[src/rtl/writeback_regfile.sv]
// Y86 writeback stage: 15x64 register file, sticky status FSM and retired-instruction counter.
// Reads are combinational with no bypass; writes, status and count update one edge after wb_en, with no backpressure.
module writeback_regfile (
  input  logic        clk,
  input  logic        rst_n,
  input  logic        wb_en,
  input  logic [3:0]  icode,
  input  logic        cnd,
  input  logic [3:0]  rA,
  input  logic [3:0]  rB,
  input  logic [63:0] ValE,
  input  logic [63:0] ValM,
  input  logic        adr_memory,
  output logic [63:0] ValA,
  output logic [63:0] ValB,
  output logic [2:0]  stat,
  output logic [63:0] retired
);

  localparam logic [3:0] REG_NONE = 4'hF;
  localparam logic [3:0] REG_RSP  = 4'h4;

  typedef enum logic [2:0] {
    ST_AOK = 3'd1,
    ST_HLT = 3'd2,
    ST_ADR = 3'd3,
    ST_INS = 3'd4
  } stat_e;

  stat_e       r_state;
  stat_e       w_state_nxt;
  logic [63:0] r_regs [15];
  logic [63:0] r_retired;
  logic [3:0]  w_src_a;
  logic [3:0]  w_src_b;
  logic [3:0]  w_dst_e;
  logic [3:0]  w_dst_m;
  logic        w_fault;
  logic        w_commit;

  always_comb begin
    w_src_a = REG_NONE;
    w_src_b = REG_NONE;
    w_dst_e = REG_NONE;
    w_dst_m = REG_NONE;
    case (icode)
      4'h2:    begin w_src_a = rA; w_dst_e = cnd ? rB : REG_NONE; end
      4'h3:    w_dst_e = rB;
      4'h4:    begin w_src_a = rA; w_src_b = rB; end
      4'h5:    begin w_src_b = rB; w_dst_m = rA; end
      4'h6:    begin w_src_a = rA; w_src_b = rB; w_dst_e = rB; end
      4'h8:    begin w_src_b = REG_RSP; w_dst_e = REG_RSP; end
      4'h9:    begin w_src_a = REG_RSP; w_src_b = REG_RSP; w_dst_e = REG_RSP; end
      4'hA:    begin w_src_a = rA; w_src_b = REG_RSP; w_dst_e = REG_RSP; end
      4'hB:    begin w_src_a = REG_RSP; w_src_b = REG_RSP; w_dst_e = REG_RSP; w_dst_m = rA; end
      default: ;
    endcase
  end

  // Register 15 is not stored; it always reads as zero.
  assign ValA = (w_src_a == REG_NONE) ? 64'd0 : r_regs[w_src_a];
  assign ValB = (w_src_b == REG_NONE) ? 64'd0 : r_regs[w_src_b];

  assign w_fault  = (icode > 4'hB) || adr_memory;
  assign w_commit = wb_en && (r_state == ST_AOK) && !w_fault;

  always_ff @(posedge clk) begin
    if (!rst_n) begin
      r_state <= ST_AOK;
    end else begin
      r_state <= w_state_nxt;
    end
  end

  always_comb begin
    w_state_nxt = r_state;
    if (wb_en && (r_state == ST_AOK)) begin
      if (icode > 4'hB)       w_state_nxt = ST_INS;
      else if (adr_memory)    w_state_nxt = ST_ADR;
      else if (icode == 4'h0) w_state_nxt = ST_HLT;
      else                    w_state_nxt = ST_AOK;
    end
  end

  // Checking dstM first gives the memory value priority on popq %rsp.
  always_ff @(posedge clk) begin
    if (!rst_n) begin
      for (int i = 0; i < 15; i++) begin
        r_regs[i] <= 64'd0;
      end
    end else if (w_commit) begin
      for (int i = 0; i < 15; i++) begin
        if (w_dst_m == 4'(i)) begin
          r_regs[i] <= ValM;
        end else if (w_dst_e == 4'(i)) begin
          r_regs[i] <= ValE;
        end
      end
    end
  end

  always_ff @(posedge clk) begin
    if (!rst_n) begin
      r_retired <= 64'd0;
    end else if (w_commit) begin
      r_retired <= r_retired + 64'd1;
    end
  end

  assign stat    = r_state;
  assign retired = r_retired;

endmodule

[config.mk]
export PLATFORM = sky130hd
export DESIGN_NAME = writeback_regfile
export DESIGN_NICKNAME = d
export VERILOG_FILES = /design/src/rtl/writeback_regfile.sv
export SDC_FILE = /design/constraint.sdc
export NUM_CORES = 2
export LEC_CHECK = 0
export ABC_AREA = 1
export CAP_MARGIN = 10
export CELL_PAD_IN_SITES_DETAIL_PLACEMENT = 0
export CELL_PAD_IN_SITES_GLOBAL_PLACEMENT = 2
export CORE_UTILIZATION = 37
export CTS_BUF_LIST = sky130_fd_sc_hd__clkbuf_4
export DETAILED_ROUTE_END_ITERATION = 10
export GPL_TIMING_DRIVEN = 0
export PLACE_DENSITY = 0.94
export REMOVE_ABC_BUFFERS = 1
export SYNTH_ARGS = -nofsm -noshare
export SYNTH_HDL_FRONTEND = slang
export SYNTH_SLANG_ARGS = --single-unit
[constraint.sdc]
create_clock -name clk -period 14 [get_ports clk]
set_input_delay 2.8 -clock clk [delete_from_list [all_inputs] [get_ports clk]]
set_output_delay 2.8 -clock clk [all_outputs]
set_load 0.02 [all_outputs]
==> key figures <==
Setup path
  – Worst path cell trace: clkdlybuf4s50_1 -> inv_1 -> nand2_1 -> nand4_4 -> buf_12 -> inv_8 -> nor2_2 -> a21oi_4 -> buf_12 -> buf_12 -> nand3_1 -> nand2_1 -> clkdlybuf4s50_1
  – Worst EP arrival: 7960 ps
  – Most frequent CP cell: buf_12
  – Slowest stage delay, CP: 710 ps
  – Slowest cell on the critical path: clkdlybuf4s50_1
  – CP max FO: 77
  – Startpoint types: input port
  – Critical Path RT: 11200 ps
  – CP endpoint kind: output pin
  – CP Class: input port to output pin

STA
  – Worst-margin pin slew: 1160 ps
  – Fin. Hold Viols: 0
  – Final clock skew: 68.23 ps
  – Final setup violating endpoints: 0
  – Worst hold slack: 500.9 ps
  – Final Critical Period: 10760 ps
  – Fmax: 0.09295 GHz
  – Period utilization: 0.7684
  – Unrepaired setup endpoints after global routing: false
  – Slew Limit Fails: 0
  – Setup total negative slack: 0 ps
  – Slew HR: 0.2225

Logic synthesis
  – Post-synthesis average cell area: 7.501 µm²
  – Netlist Area Pre-Place: 62960 µm²
  – Yosys reg bits: 1027
  – Synth cell types: 42
  – Synth warn: 0
  – Register area share after synthesis: 0.4792
  – Share of the synthesized area in the top cell type: 0.4579
  – Synth area leader: edfxtp_1
  – Post-Synthesis Cells: 8393
  – Top cells by area, synth: edfxtp_1 46%, nand2_1 19%, nand3_1 8.2%, o21ai_0 5.9%, o22ai_1 3.2%

Die
  – Die height: 414.5 µm
  – I/O pin cnt: 340
  – Initial Utilization: 0.3723
  – Core Rows: 151
  – Core footprint: 169100 µm²
  – Die Area: 171800 µm²
  – Die X: 414.5 µm

Global routing
  – Met3 usage: 0.08986
  – All-Layer GR Usage: 0.3441
  – Total grt overflow: 0
  – GR Layer Usage met1: 0.4410
  – Number of global-route vias before repair: 62890
  – First-pass GRT wire length: 430800 µm
  – Gr busiest metal: met2
  – Pin count of the biggest net entering global routing: 145
  – Met2 usage: 0.5128
  – Initial antenna violation count: 43

Pwr
  – Power after layout: 7.952 mW
  – Peak supply drop: 0.00006230 V
  – Leakage power: 28.94 nW
  – Cell Pwr Density: 106.3 nW/µm²

Layout
  – Final core utilization: 0.4423
  – Share of cells above drive strength 1: 0.08983
  – Most frequent cells in the layout: 3090 x nand2_1, 1026 x nand3_1, 960 x edfxtp_1
  – Commonest non-fill, non-tap cell in the layout: nand2_1
  – Post-layout nets: 8733
  – Synth-to-layout area growth: 18.81%

Routing
  – TritonRoute pass-1 iters: 7
  – Vias: 67070
  – DR vias/cell: 6.080
  – DR DRC count: 0
  – Final wirelength: 307600 µm
  – ANT nets after route: 0
  – DR WL/cell: 27.89 µm
  – First DRT Iteration DRCs: 10800

Placed design
  – PortBufs: 339
  – Placer congestion estimate: 0.8255
  – Final HPWL DP: 179400 µm

Clock tree
  – CTS tree: built
  – Hold_buf cts: 0
  – Post-CTS Setup Bufs: 0
  – Clock buffer count from CTS: 307
  – Worst-case clock buffer depth: 4
  – CTS Sinks: 1027
  – Root buffer cell: clkbuf_4
  – H-tree depth: 5
  – Worst skew pair latency: 1380 ps
  – Post-CTS sizing: 0
  – Clk slew on worst S/H paths: 60 ps

Status
  – Outcome: finished, final reports clean

Flow run
  – Max-Cap Viols: 0

Min path
  – Hold WC Path Type: flip-flop to flip-flop
worst max-delay path, delay by kind of cell:
family / cells / cell delay (ps)
buf+inv: 7 / 2940
compound gates: 1 / 460
simple gates: 5 / 1660
layer usage:
layer	wire [µm]	up-vias	part of all wire
met2	132200	5613	0.43
met4	20010	24	0.065
met3	44740	1226	0.15
li1	-	29100	-
met5	155	-	0.00050
met1	110500	31100	0.36
final cells by class:
class	instances	area, µm²
fill	16520	94300
clock buffer	441	3311
sequential	1027	30170
timing repair buffer	585	7915
antenna	30	75.07
multi-input combinational	6178	28340
tap	2218	2775
inverter	488	1877
clock inverter	64	334.1
cells in the mapped netlist:
master	n
nand4_1	19
nand3_2	1
o31ai_1	1
edfxtp_1	960
nor2_1	270
a31oi_1	11
a21oi_1	253
nor4_1	4
o211ai_1	131
buf_4	16
and2_1	2
nand4_2	2
nor3_2	1
clkbuf_1	284
nand3_1	1037
nand2_1	3108
inv_1	413
ha_1	1
nand2_2	4
a21oi_2	2
o21bai_1	99
nor3b_1	2
o21ai_0	746
and3_1	2
nor2_4	4
buf_1	84
xnor2_1	4
o21ai_2	1
a22oi_1	1
nor3_1	20
o22ai_1	320
inv_2	11
clkinv_1	64
o21a_1	6
a21o_1	3
o311ai_0	2
buf_2	316
o21ai_1	107
dfxtp_1	67
xor2_1	1
nor2_2	8
nand3b_1	5
report_power, final:
group,total (mW),internal [mW],switching [mW]
clock,2.88,1.49,1.39
sequential,3.55,3.49,0.0577
combinational,1.52,0.473,1.05
sequential cells by signal, indices dropped and copies added, names as in the netlist:
signal / flops
r_regs: 960
retired: 64
stat: 3
stage by stage:
stage	setup slack, ps	instances	instance area, µm²
floorplan	-8052	7693	59870
global placement	-45840	10250	66040
detailed placement	3441	10500	71080
CTS	3423	11000	74720
global route	3184	11030	74790
finish	3242	11030	74800
path summary, 6_finish.rpt:
path                               start  slack (ps)            end  cells after the start
worst max-delay path            icode[2]        3240       ValA[37]                     13
worst min-delay path             stat[2]         500        stat[2]                      2
worst max register to register   stat[1]        8060  r_regs[7][21]                     14
worst min register to register   stat[2]         500        stat[2]                      2
kinds of logic (layout without fill, tap and decap cells):
kind of cell | after synthesis | count (layout) | share of synthesized area
and+or+nand+nor | 4489 | 4489 | 0.2916
xor gates and xnor gates | 5 | 5 | 0.0006956
adders and majority gates | 1 | 1 | 0.0001987
buffers and inverters | 1188 | 1578 | 0.07807
other | 0 | 30 | 0
DFF | 1027 | 1027 | 0.4792
AOI/OAI and AO/OA | 1683 | 1683 | 0.1503
(Power assumes the default switching activity.)
